--- config.mk ---
export PLATFORM = sky130hd
export DESIGN_NAME = pixel_sram_responder
export DESIGN_NICKNAME = d
export VERILOG_FILES = /design/src/rtl/pixel_sram_responder.sv
export SDC_FILE = /design/constraint.sdc
export NUM_CORES = 1
export LEC_CHECK = 0
export ABC_CLOCK_PERIOD_IN_PS = 3300
export CAP_MARGIN = 20
export CORE_UTILIZATION = 40
export CTS_CLUSTER_SIZE = 24
export DETAILED_ROUTE_END_ITERATION = 12
export PLACE_DENSITY_LB_ADDON = 0.1
export SLEW_MARGIN = 20
export SYNTH_ARGS = -nofsm -noshare
export SYNTH_HDL_FRONTEND = slang
export SYNTH_SLANG_ARGS = --single-unit
--- constraint.sdc ---
create_clock -name sys_clk_clk -period 3.3 [get_ports sys_clk_clk]
set_input_delay 0.66 -clock sys_clk_clk [delete_from_list [all_inputs] [get_ports sys_clk_clk]]
set_output_delay 0.66 -clock sys_clk_clk [all_outputs]
set_load 0.005 [all_outputs]
--- src/rtl/pixel_sram_responder.sv ---
// Avalon-MM pipelined-read responder in front of the 16-bit asynchronous pixel SRAM.
// Reads are fixed-latency and can stream one per clock. Byte-enabled writes run a three-cycle WRITE/TURN sequence.
module pixel_sram_responder #(
  parameter int ADDR_W       = 20,
  parameter int READ_LATENCY = 2,
  parameter int MAX_PENDING  = 4
) (
  input  logic              sys_clk_clk,
  input  logic              sys_reset_reset_n,
  input  logic [31:0]       pixel_slave_address,
  input  logic              pixel_slave_read,
  input  logic              pixel_slave_write,
  input  logic [15:0]       pixel_slave_writedata,
  input  logic [1:0]        pixel_slave_byteenable,
  input  logic              pixel_slave_lock,
  output logic [15:0]       pixel_slave_readdata,
  output logic              pixel_slave_readdatavalid,
  output logic              pixel_slave_waitrequest,
  output logic [ADDR_W-1:0] sram_ADDR,
  input  logic [15:0]       sram_DQ_in,
  output logic [15:0]       sram_DQ_out,
  output logic              sram_DQ_oe,
  output logic              sram_CE_N,
  output logic              sram_OE_N,
  output logic              sram_WE_N,
  output logic              sram_UB_N,
  output logic              sram_LB_N
);

  localparam int PEND_W = $clog2(MAX_PENDING + 1);

  typedef enum logic [1:0] {IDLE, WRITE, TURN} state_t;

  state_t                  state, state_next;
  logic [PEND_W-1:0]       pending;
  logic [READ_LATENCY-1:0] valid_pipe;
  logic [ADDR_W-1:0]       word;
  logic                    rd_accept, wr_accept, pipe_exit;
  logic                    pend_full, pend_any;
  logic                    unused_inputs;

  assign word          = pixel_slave_address[ADDR_W:1];
  assign pipe_exit     = valid_pipe[READ_LATENCY-1];
  assign pend_full     = (pending == PEND_W'(MAX_PENDING));
  assign pend_any      = (pending != '0);
  assign unused_inputs = &{1'b0, pixel_slave_lock, pixel_slave_address[31:ADDR_W+1],
                           pixel_slave_address[0]};

  always_ff @(posedge sys_clk_clk or negedge sys_reset_reset_n) begin
    if (!sys_reset_reset_n) state <= IDLE;
    else                    state <= state_next;
  end

  // A read raised together with a write is still served; waitrequest then only stalls the write.
  always_comb begin
    state_next              = state;
    rd_accept               = 1'b0;
    wr_accept               = 1'b0;
    pixel_slave_waitrequest = 1'b1;
    case (state)
      IDLE: begin
        pixel_slave_waitrequest = (pixel_slave_read && pend_full) ||
                                  (pixel_slave_write && (pend_any || pixel_slave_read));
        rd_accept = pixel_slave_read && !pend_full;
        wr_accept = pixel_slave_write && !pixel_slave_read && !pend_any;
        if (wr_accept) state_next = WRITE;
      end
      WRITE:   state_next = TURN;
      TURN:    state_next = IDLE;
      default: state_next = IDLE;
    endcase
    if (!sys_reset_reset_n) pixel_slave_waitrequest = 1'b1;
  end

  always_ff @(posedge sys_clk_clk or negedge sys_reset_reset_n) begin
    if (!sys_reset_reset_n) begin
      sram_ADDR   <= '0;
      sram_DQ_out <= '0;
      sram_DQ_oe  <= 1'b0;
      sram_CE_N   <= 1'b1;
      sram_OE_N   <= 1'b1;
      sram_WE_N   <= 1'b1;
      sram_UB_N   <= 1'b1;
      sram_LB_N   <= 1'b1;
    end else if (rd_accept) begin
      sram_ADDR  <= word;
      sram_DQ_oe <= 1'b0;
      sram_CE_N  <= 1'b0;
      sram_OE_N  <= 1'b0;
      sram_WE_N  <= 1'b1;
      sram_UB_N  <= 1'b0;
      sram_LB_N  <= 1'b0;
    end else if (wr_accept) begin
      sram_ADDR   <= word;
      sram_DQ_out <= pixel_slave_writedata;
      sram_DQ_oe  <= 1'b1;
      sram_CE_N   <= 1'b0;
      sram_OE_N   <= 1'b1;
      sram_WE_N   <= (pixel_slave_byteenable == 2'b00);
      sram_UB_N   <= !pixel_slave_byteenable[1];
      sram_LB_N   <= !pixel_slave_byteenable[0];
    end else begin
      sram_DQ_oe <= 1'b0;
      sram_CE_N  <= 1'b1;
      sram_OE_N  <= 1'b1;
      sram_WE_N  <= 1'b1;
      sram_UB_N  <= 1'b1;
      sram_LB_N  <= 1'b1;
    end
  end

  // The pending count drops on the capture edge, so a write never drives DQ while a read is returning.
  always_ff @(posedge sys_clk_clk or negedge sys_reset_reset_n) begin
    if (!sys_reset_reset_n) begin
      valid_pipe                <= '0;
      pending                   <= '0;
      pixel_slave_readdata      <= '0;
      pixel_slave_readdatavalid <= 1'b0;
    end else begin
      valid_pipe[0] <= rd_accept;
      for (int i = 1; i < READ_LATENCY; i++) valid_pipe[i] <= valid_pipe[i-1];
      pixel_slave_readdatavalid <= pipe_exit;
      if (pipe_exit) pixel_slave_readdata <= sram_DQ_in;
      case ({rd_accept, pipe_exit})
        2'b10:   pending <= pending + PEND_W'(1);
        2'b01:   pending <= pending - PEND_W'(1);
        default: pending <= pending;
      endcase
    end
  end

endmodule

* Yosys cells after proc, flatten, opt, wreduce, memory -nomap -nowiden
Index checks and enable logic that the tools add are counted.
** Storage, ports and cells
- Flip-flop bits (word level) :: 66
- Output and inout port bits :: 60
** Cells by class
- $add $sub $neg :: 2
- Bitwise operators :: 1
- Reductions and logical operators :: 18
- Equal/unequal tests :: 5
- Multiplexer cells :: 20
** Operators by type and width (count)
- 20-bit two-way mux :: 2
- 1-bit two-way mux :: 15
- 3-bit case mux with 2 select lines :: 1
- 1-bit logical AND :: 5
- 1-bit logical NOT :: 5
- 2-bit by 1-bit == test with 1-bit output, second input constant :: 2
- 2-bit logical NOT :: 2
- 2-bit case mux with 2 select lines :: 1
- 2-bit nonzero test :: 2
- 3-bit by 1-bit adder with 3-bit output, second input constant :: 1
- 3-bit == test, second input constant :: 1
- 3-bit nonzero test :: 1
- 3-bit by 1-bit subtractor with 3-bit output, second input constant :: 1
- 2-bit == test, second input constant :: 1
- 1-bit logical OR :: 2
- 2-bit two-way mux :: 1
- 2-bit inequality test, second input constant :: 1
- 2-bit AND reduction :: 1
- 1-bit NOT :: 1

* Depth between registers and ports, before layout
Gate-level depths: netlist of the first run.
- Word-level depth :: 6
- Gate-level depth with buffers :: 9

* Least setup slack after synthesis of the first run
Ideal clock, no wire load.
- Path type :: reg2reg
- Start point :: register pending[1]
- End point :: register pending[2]
- Slack :: 1.189 ns
- Data required time :: 3.221 ns
- Period minus slack after synthesis :: 2.111 ns
- Buffers on the path :: 0
- Arrival time :: 2.032 ns
- Stages on the path, launching flop included :: 10
- Path through :: dfrtp_1 > or3b_1 > and3_2 > inv_1 > ha_1 > inv_1 > fa_1 > xor2_1 > nor2_1 > xor2_1
** Between the ends
- Cells in the longest elaborated chain, start to end :: 6
- Elaborated cells on any way between the ends :: 10
** RTL lines
- start, declared :: RTL line 35 : logic [PEND_W-1:0] pending;
- start signal, assigned :: RTL line 125 : 2'b10: pending <= pending + PEND_W'(1);
- start signal, assigned :: RTL line 126 : 2'b01: pending <= pending - PEND_W'(1);
- start signal, assigned :: RTL line 127 : default: pending <= pending;
- 3-bit == test (*) :: RTL line 44 : assign pend_full = (pending == PEND_W'(MAX_PENDING));
- 1-bit logical NOT (*) :: RTL line 64 : rd_accept = pixel_slave_read && !pend_full;
- 1-bit logical AND (*) :: RTL line 64
- 1-bit two-way mux (*) :: RTL line 60 : case (state)
- named net rd_accept :: RTL line 38 : logic rd_accept, wr_accept, pipe_exit;
- 2-bit by 1-bit == test with 1-bit output or 2-bit == test (tied branches) :: RTL line 124 : case ({rd_accept, pipe_exit})
- 3-bit case mux with 2 select lines or 2-bit nonzero test (tied branches)
The timed path passes the listed nets; every way through them passes the cells marked *.
A chain may end at the register's enable or synchronous reset.

* Final worst setup path of the first run
- Start point :: input port pixel_slave_read
- End point :: output port pixel_slave_waitrequest
** Between the ends
- Cells in the longest elaborated chain, start to end :: 5
- Elaborated cells on any way between the ends :: 6
** RTL lines
- start, declared :: RTL line 11 : input logic pixel_slave_read,
- 1-bit logical OR :: RTL line 63 : (pixel_slave_write && (pend_any || pixel_slave_read));
- 1-bit logical AND :: RTL line 63
- 1-bit logical OR (*) :: RTL line 62 : pixel_slave_waitrequest = (pixel_slave_read && pend_full) ||
- 1-bit two-way mux (*) :: RTL line 60
- 1-bit two-way mux (*) :: RTL line 72 : if (!sys_reset_reset_n) pixel_slave_waitrequest = 1'b1;
- end, declared :: RTL line 18 : output logic pixel_slave_waitrequest,
Every way passes the cells marked *; elsewhere a longest branch is shown, timed or not.

==> impl_metrics.toml, run 1 <==
[outcome]
run_status = "completed"

[clock_network]
numCtsBuffers = 9
cts.clk_slew.worst_paths_ns = 0.06
hold_buffers = 0
cts_sinks = 66
root_buffer = "clkbuf_8"
clockBufferDepth = 2
h-tree-depth = 3
cts_tree = "done"
cts_resized = 0
cts_setup_buffers = 0
clock_latency_ns = 0.32

[place]
place.gp.congestion = 0.708
hpwlAfterDp_mm = 3.47
dp_slack_ns = 0.525
place.port_buffers = 117

[power_and_ir_drop]
p_leak_nw = 1.62
peakVddDrop_mv = 0.462
powerDensity_nw_per_um2 = 853

[synth]
async_reset_ff_frac = 1.00
syn_nets = 225
yosys_warnings = 0
avgSynthCellArea_sq_um = 16.3
dominantRegCellSynth = "dfrtp_1"
yosysSeqAreaShare = 0.667
ys_ff_latch = 66
synthesis.area_sq_um = 2480
synthCells = 152
yosysUniqueCellTypes = 25
synth-edff-count = 0

[hold_path]
min_path_cells = 0
min_from = "valid_pipe[0]$_DFF_PN0_"
holdPathEnd = "valid_pipe[1]$_DFF_PN0_"
hold_path.class = "flip-flop to flip-flop"

[grt]
grt_pass1_wl_mm = 7.78
grt_start_max_net_pins = 67
grt_pass1_vias = 1653
globalRouteTotalUtil = 0.164
antenna_found_initial = 1
grt_overflow = 0

[drt]
viasPerCell = 4.61
wire_per_inst_um = 13.8
ant_nets = 0
wirelength_mm = 4.94
drc_errors = 0
vias = 1644
dr.first_iter.drc_count = 57
dr.pass1.iters = 4

[final_layout]
area_growth_pct = 56.2
layout.nets = 350
antennaDiodeCount = 0
drive_above_1_share = 0.262
multi_input_area_sq_um = 762
seqCellArea_sq_um = 1660
nFillCells = 476

[critical_path]
r2r_slack_ns = 1.04
required_ns = 2.64
rr_endpoint = "pending[2]$_DFFE_PN0P_"
critPathMaxStageDelay_ns = 0.54
crit_family = "buffers and inverters"
r2r_cells = 9
path_buf_inv = 2
critPathKind = "input pin to output pin"
path_max_fanout = 4
critPathArrivalTime_ns = 2.13
crit_top_cell = "clkdlybuf4s50_1"
cp-end-kind = "output pin"
crit_slowest_cell = "clkdlybuf4s50_1"
worstPathCellList = "clkdlybuf4s50_1, nor3b_1, o21ai_0, o2111ai_1, clkdlybuf4s50_1"
cp-start-kind = "input pin"
rr_startpoint = "pending[1]$_DFFE_PN0P_"

[sta]
tns_ns = 0
slew_viol_final = 0
fin_crit_sh = 0.846
worst_slack_ns = 0.507
min_period_ns = 2.79
max_freq_mhz = 358
finalSetupViolations = 0
worst_slew_pin_slew_ns = 0.809
skew_ns = 0.00668
grt_setup_unrepaired = "no"
slew_headroom = 0.461
hold_violations = 0

[floorplan]
die_area_sq_um = 6530
start_util = 0.417
fp.coreArea_sq_um = 5960
die_x_um = 80.8
fp-row-count = 28
die_h_um = 80.8
ios = 131

[job]
cap_violations = 0
cells by family (layout without fill, tap and decap cells):
logic type	after synthesis	after routing	share of synthesized area
DFF	66	66	0.667
muxes	52	52	0.236
and+or+nand+nor	11	11	0.0272
buffers and inverters	11	141	0.0262
AOI/OAI and AO/OA	7	7	0.0201
xor gates and xnor gates	3	3	0.0106
adders and majority gates	2	2	0.0131
cell usage after synthesis, types with 2 or more instances:
cell	n	area share
dfrtp_1	61	0.61
xor2_1	2	0.0071
inv_1	5	0.0076
buf_6	2	0.0091
and2_1	2	0.0050
a21oi_1	2	0.0040
dfstp_2	5	0.053
nor2_1	2	0.0030
mux2_2	52	0.24
o21ai_0	3	0.0060
buf_4	2	0.0060
registers in the layout, summed over array words and instances (netlist names):
| signal | count |
|---|---|
| pending | 3 |
| pixel_slave_readdata | 16 |
| pixel_slave_readdatavalid | 1 |
| sram_ADDR | 20 |
| sram_CE_N | 1 |
| sram_DQ_oe | 1 |
| sram_DQ_out | 16 |
| sram_LB_N | 1 |
| sram_OE_N | 1 |
| sram_UB_N | 1 |
| sram_WE_N | 1 |
| state | 2 |
| valid_pipe | 2 |
per-layer routing:
metal | share of wire | global-route usage | vias up
met5 | 0.0026 | 0 | -
met4 | 0.018 | 0.0964 | 2
met3 | 0.10 | 0.0685 | 10
met2 | 0.45 | 0.239 | 73
met1 | 0.43 | 0.203 | 781
li1 | - | - | 778
worst register-to-register path, cell delays in order (launching register included):
cell     delay (ns)
dfrtp_1        0.43
or3b_1         0.42
and3_2         0.24
inv_1          0.08
ha_1           0.17
inv_1          0.06
fa_1           0.37
xor2_1         0.15
nor2_1         0.11
xor2_1         0.16
layout by cell type (no fill, tap or decap):
master | Yosys | layout
buf_4 | 2 | 3
dfstp_2 | 5 | 5
nor2b_1 | 1 | 1
o2111ai_1 | 1 | 1
clkdlybuf4s50_1 | 0 | 116
and2_1 | 2 | 2
nor4b_1 | 1 | 1
xor2_1 | 2 | 2
nor3b_1 | 1 | 1
xnor2_1 | 1 | 1
fa_1 | 1 | 1
o21ai_0 | 3 | 3
or3b_1 | 1 | 1
nand2_1 | 1 | 1
mux2_2 | 52 | 52
clkbuf_1 | 1 | 5
nor2_1 | 2 | 2
and3_2 | 1 | 1
clkbuf_8 | 0 | 10
a21oi_1 | 2 | 2
clkinv_2 | 0 | 1
ha_1 | 1 | 1
a32oi_2 | 1 | 1
buf_2 | 1 | 1
inv_1 | 5 | 5
dfrtp_1 | 61 | 61
nor3_1 | 1 | 1
worst max path at each step:
stage / startpoint / end / slack [ns] / cells after the start
after floorplan: pending[1]$_DFFE_PN0P_ / pending[2]$_DFFE_PN0P_ / 1.19 / 9
after global placement: pixel_slave_read / pixel_slave_waitrequest / 0.54 / 5
after detailed placement: pixel_slave_read / pixel_slave_waitrequest / 0.52 / 5
after CTS: pixel_slave_read / pixel_slave_waitrequest / 0.50 / 5
after global routing: pixel_slave_read / pixel_slave_waitrequest / 0.39 / 4
final: pixel_slave_read / pixel_slave_waitrequest / 0.51 / 5
area by class of cell:
cell class / instances / area share
Clock inverter: 1 / 0.00129
Sequential cell: 66 / 0.427
Clock buffer: 15 / 0.0403
Tap cell: 75 / 0.0242
Multi-Input combinational cell: 75 / 0.196
Timing Repair Buffer: 120 / 0.306
Inverter: 5 / 0.00483
report_power, final:
group | switching [mW] | internal [mW] | total (mW) | leakage, nW
Combinational | 0.391 | 0.966 | 1.36 | 0.759
Sequential | 0.203 | 1.19 | 1.39 | 0.781
Clock | 0.266 | 0.294 | 0.560 | 0.0817
metrics by stage:
| stage | instances | power [mW] | hold slack (ns) | utilization | cell area, sq um |
|---|---|---|---|---|---|
| final | 357 | 3.31 | 0.348 | 0.652 | 3880 |
| after global routing | 357 | 3.54 | 0.370 | 0.652 | 3880 |
| after CTS | 357 | 3.37 | 0.350 | 0.652 | 3880 |
| after detailed placement | 341 | 2.79 | 0.335 | 0.625 | 3720 |
| after global placement | 341 | 2.75 | 0.333 | 0.625 | 3720 |
| after floorplan | 152 | 1.94 | 0.331 | - | 2480 |
(Power assumes the default switching activity.)
==> run 2: changes to the inputs <==
- ABC_CLOCK_PERIOD_IN_PS: 3300 -> 2700
- CORE_UTILIZATION: 40 -> 39
- clock period: 3.3 -> 2.7 ns (I/O delays scaled with it)
==> run 2 against run 1 <==
Non-clock buffer count increased by 2. Clock skew shrank 0.0013 ns. Utilization grew 0.36 points. Global-route usage shrank 0.24 points. First-iteration DRC count is 25% lower. Total power is 26% higher. Combinational power grew 26%. Die area rose by 2.5%. Cell count grew 0.56%. Sequential share of layout area fell by 0.73 points. Flip-flop and latch count stayed put. Critical path type unchanged. Highest routed layer unchanged.
==> impl_metrics.toml, run 2 (synthesis results as in run 1) <==
[outcome]
run_status = "completed"

[power_and_ir_drop]
peakVddDrop_mv = 0.509
power_frac_seq = 0.400
powerDensity_nw_per_um2 = 1060
clock_power_share = 0.191
switching_share = 0.256
p_leak_nw = 1.66
comb_power_share = 0.409
internal_power_mw = 3.11
switchingPower_mw = 1.07

[sta]
tns_ns = 0
finalSetupViolations = 0
slew_headroom = 0.459
skew_ns = 0.00534
min_period_ns = 2.51
worst_slack_ns = 0.194
fin_crit_sh = 0.928
hold_violations = 0
slew_viol_final = 0
grt_setup_unrepaired = "no"
worst_slew_pin_slew_ns = 0.811
max_freq_mhz = 399

[drt]
wirelength_mm = 5.04
drc_errors = 0
dr.first_iter.drc_count = 43
wire_per_inst_um = 14.0
vias = 1664
dr.pass1.iters = 4
viasPerCell = 4.64
ant_nets = 0

[grt]
grt_pass1_vias = 1665
globalRouteTotalUtil = 0.161
grt_overflow = 0
grt_start_max_net_pins = 67
antenna_found_initial = 1
grt_pass1_wl_mm = 7.86

[final_layout]
reg_top3 = "sram_ADDR x20, pixel_slave_readdata x16, sram_DQ_out x16"
layout_common_cells = "clkdlybuf4s50_1, dfrtp_1, mux2_2"
final_common_cell = "clkdlybuf4s50_1"
antennaDiodeCount = 0
area_growth_pct = 59.0
layout.nets = 352
top_register = "sram_ADDR"
largest_reg_flops = 20
nFillCells = 450
drive_above_1_share = 0.282

[critical_path]
required_ns = 2.16
r2r_cells = 9
rr_endpoint = "pending[2]$_DFFE_PN0P_"
r2r_slack_ns = 0.41
critPathArrivalTime_ns = 1.97
cp-start-kind = "input pin"
crit_slowest_cell = "clkdlybuf4s50_1"
worstPathCellList = "clkdlybuf4s50_1, nor3b_1, o21ai_0, o2111ai_1, clkdlybuf4s50_1"
crit_top_cell = "clkdlybuf4s50_1"
critPathKind = "input pin to output pin"
rr_startpoint = "pending[1]$_DFFE_PN0P_"
path_max_fanout = 4
cp-end-kind = "output pin"
critPathMaxStageDelay_ns = 0.53

[floorplan]
start_util = 0.412
die_h_um = 81.8
fp-row-count = 28
fp.coreArea_sq_um = 6030
die_area_sq_um = 6690
ios = 131
die_x_um = 81.8

[place]
place.gp.congestion = 0.777
dp_slack_ns = 0.198
hpwlAfterDp_mm = 3.62
place.port_buffers = 117

[hold_path]
hold_path.class = "flip-flop to flip-flop"
min_path_cells = 0
holdPathEnd = "valid_pipe[1]$_DFF_PN0_"
min_from = "valid_pipe[0]$_DFF_PN0_"

[clock_network]
root_buffer = "clkbuf_8"
hold_buffers = 0
cts_setup_buffers = 0
cts_tree = "done"
cts_sinks = 66
cts_resized = 0
clock_latency_ns = 0.32
numCtsBuffers = 9
clockBufferDepth = 2
h-tree-depth = 3
cts.clk_slew.worst_paths_ns = 0.06

[job]
cap_violations = 0
[run 2: changes by cell type in the layout (fill, tap and decap cells not counted)]
cell / change
buf_12: +1
buf_4: +1
clkbuf_1: -4
clkbuf_8: +4
[run 2: routing by layer]
metal | track usage | part of all wire | vias to the layer above
li1 | - | - | 783
met1 | 0.194 | 0.40 | 800
met2 | 0.251 | 0.48 | 70
met3 | 0.0611 | 0.099 | 9
met4 | 0.0842 | 0.016 | 2
met5 | 0 | 0.0024 | -
[run 2: cell type report]
| class | count | area [sq um] | share of cell area |
|---|---|---|---|
| multi-input cells | 75 | 762 | 0.193 |
| flip-flops and latches | 66 | 1660 | 0.420 |
| clock buffers | 15 | 196 | 0.0497 |
| well taps | 75 | 93.8 | 0.0238 |
| repair buffers | 122 | 1220 | 0.308 |
| inverters | 5 | 18.8 | 0.00475 |
| clock inverters | 1 | 5.00 | 0.00127 |
[run 2: power groups by stage]
stage,Clock (mW),Sequential (mW),Combinational [mW]
2_1_floorplan,0,1.72,0.648
3_3_place_gp,0,1.67,1.71
3_5_place_dp,0,1.70,1.74
4_1_cts,0.830,1.68,1.75
5_1_grt,0.869,1.74,1.86
6_report,0.798,1.67,1.71
[run 2: critical path: cells and delay by family]
kind	cells	cell delay, ns
compound gates	2	0.19
buf+inv	2	1.05
simple gates	1	0.18
[run 2: worst max path at each step]
stage / from / to / slack (ns)
6_report: pixel_slave_read / pixel_slave_waitrequest / 0.19
2_1_floorplan: pending[1]$_DFFE_PN0P_ / pending[2]$_DFFE_PN0P_ / 0.59
3_3_place_gp: pixel_slave_read / pixel_slave_waitrequest / 0.19
3_5_place_dp: pixel_slave_read / pixel_slave_waitrequest / 0.20
4_1_cts: pixel_slave_read / pixel_slave_waitrequest / 0.19
5_1_grt: pixel_slave_read / pixel_slave_waitrequest / 0.11
[run 2: through the flow]
| step | utilization | hold slack, ns | instance area (sq um) | power [mW] | std cells |
|---|---|---|---|---|---|
| after floorplan | - | 0.244 | 2480 | 2.37 | 152 |
| after global placement | 0.622 | 0.332 | 3750 | 3.39 | 343 |
| after detailed placement | 0.622 | 0.350 | 3750 | 3.44 | 343 |
| after CTS | 0.656 | 0.362 | 3950 | 4.26 | 359 |
| after global routing | 0.656 | 0.379 | 3950 | 4.47 | 359 |
| final | 0.656 | 0.366 | 3950 | 4.18 | 359 |
==> run 3: changes to the inputs <==
- REMOVE_ABC_BUFFERS: default -> 1
==> run 3 against run 2 <==
First-iteration DRC count is 9.3% lower. Via count is 0.36% lower. Clock power is 18% lower. Critical path type unchanged. Design area is 1.1% lower. Sequential power hardly changed. Critical endpoint unchanged. Combinational power hardly changed. Routed wire length is 1.1% lower. Critical path depth stayed put. Largest power group unchanged. Clock skew is 0.0032 ns lower. Die area stayed put.
==> impl_metrics.toml, run 3 (synthesis results as in run 1) <==
[critical_path]
required_ns = 2.16
r2r_slack_ns = 0.43
rr_startpoint = "pending[1]$_DFFE_PN0P_"
critPathLaunch = "pixel_slave_read"
rr_endpoint = "pending[2]$_DFFE_PN0P_"
r2r_cells = 9
crit_end = "pixel_slave_waitrequest"
cp-end-kind = "output pin"
cp-start-kind = "input pin"
critPathArrivalTime_ns = 1.98
critPathKind = "input pin to output pin"
path_max_fanout = 4

[sta]
max_freq_mhz = 398
slew_viol_final = 0
worst_slew_pin_slew_ns = 0.819
slew_headroom = 0.454
tns_ns = 0
skew_ns = 0.00209
grt_setup_unrepaired = "no"
fin_crit_sh = 0.932
hold_violations = 0
min_period_ns = 2.52
finalSetupViolations = 0

[final_layout]
final_util = 0.648
top_register = "sram_ADDR"
largest_reg_flops = 20
final_common_cell = "clkdlybuf4s50_1"
area_growth_pct = 57.3
reg_top3 = "sram_ADDR x20, pixel_slave_readdata x16, sram_DQ_out x16"
nFillCells = 475
stdcell_count = 359
multi_input_area_sq_um = 762
layout.nets = 353
layout_common_cells = "clkdlybuf4s50_1, dfrtp_1, mux2_2"
fin_area_sq_um = 3910
drive_above_1_share = 0.278
seqCellArea_sq_um = 1660
antennaDiodeCount = 0

[floorplan]
die_area_sq_um = 6690
start_util = 0.412
ios = 131
die_h_um = 81.8
fp-row-count = 28
fp.coreArea_sq_um = 6030
die_x_um = 81.8

[drt]
viasPerCell = 4.62
dr.first_iter.drc_count = 39
vias = 1658
drc_errors = 0
dr.pass1.iters = 4
wire_per_inst_um = 13.9
wirelength_mm = 4.99
ant_nets = 0

[clock_network]
root_buffer = "clkbuf_8"
clockBufferDepth = 2
cts_sinks = 66
cts_resized = 0
cts.clk_slew.worst_paths_ns = 0.06
cts_setup_buffers = 0
h-tree-depth = 3
cts_tree = "done"
numCtsBuffers = 9
hold_buffers = 0
clock_latency_ns = 0.32

[place]
hpwlAfterDp_mm = 3.54
place.gp.congestion = 0.711
postPlaceCellArea_sq_um = 3760
place.port_buffers = 117
dp.cells = 344

[grt]
grt_start_max_net_pins = 67
antenna_found_initial = 0
grt_overflow = 0
grt_pass1_wl_mm = 7.84
globalRouteTotalUtil = 0.164
grt_pass1_vias = 1661

[power_and_ir_drop]
peakVddDrop_mv = 0.540
p_leak_nw = 1.64
powerDensity_nw_per_um2 = 1040
total_power_mw = 4.05

[outcome]
run_status = "completed"

[hold_path]
hold_path.class = "flip-flop to flip-flop"

[job]
cap_violations = 0
-- run 3: changes by cell type in the layout (fill, tap and decap cells not counted) --
| cell | before | now |
|---|---|---|
| clkinv_2 | 1 | 4 |
| buf_4 | 4 | 5 |
| clkbuf_8 | 14 | 9 |
| clkbuf_1 | 1 | 2 |
-- run 3: power by group --
part	total [mW]	internal (mW)	leakage (nW)	switching, mW
clock network	0.657	0.322	0.0827	0.335
registers	1.67	1.46	0.781	0.215
logic	1.72	1.20	0.777	0.519
-- run 3: how the worst min path moves through the flow --
stage / slack [ns] / to / depth (start not counted) / start
3_5_place_dp: 0.34 / valid_pipe[1]$_DFF_PN0_ / 0 / valid_pipe[0]$_DFF_PN0_
5_1_grt: 0.36 / valid_pipe[1]$_DFF_PN0_ / 0 / valid_pipe[0]$_DFF_PN0_
3_3_place_gp: 0.33 / valid_pipe[1]$_DFF_PN0_ / 0 / valid_pipe[0]$_DFF_PN0_
4_1_cts: 0.35 / valid_pipe[1]$_DFF_PN0_ / 0 / valid_pipe[0]$_DFF_PN0_
2_1_floorplan: 0.24 / pending[0]$_DFFE_PN0P_ / 0 / sys_reset_reset_n
6_report: 0.35 / valid_pipe[1]$_DFF_PN0_ / 0 / valid_pipe[0]$_DFF_PN0_
-- run 3: cell type report --
| type | count | share of cell area |
|---|---|---|
| clock inverter | 4 | 0.00512 |
| multi-input combinational | 75 | 0.195 |
| tap | 75 | 0.0240 |
| inverter | 5 | 0.00480 |
| sequential | 66 | 0.424 |
| timing repair buffer | 123 | 0.313 |
| clock buffer | 11 | 0.0336 |
-- run 3: worst max-delay path: stages --
cell and delay [ns]:
clkdlybuf4s50_1 0.53, nor3b_1 0.18, o21ai_0 0.09, o2111ai_1 0.10, clkdlybuf4s50_1 0.53
-- run 3: stage by stage --
| step | hold slack, ns | setup WS (ns) |
|---|---|---|
| floorplan | 0.244 | 0.587 |
| global placement | 0.332 | 0.186 |
| detailed placement | 0.336 | 0.183 |
| CTS | 0.353 | 0.181 |
| global route | 0.361 | 0.0915 |
| finish | 0.346 | 0.185 |
-- run 3: routing by layer --
layer | global-route usage | share of wire
met4 | 0.0684 | 0.011
met5 | 0 | 0
met1 | 0.184 | 0.40
met3 | 0.101 | 0.12
met2 | 0.250 | 0.47
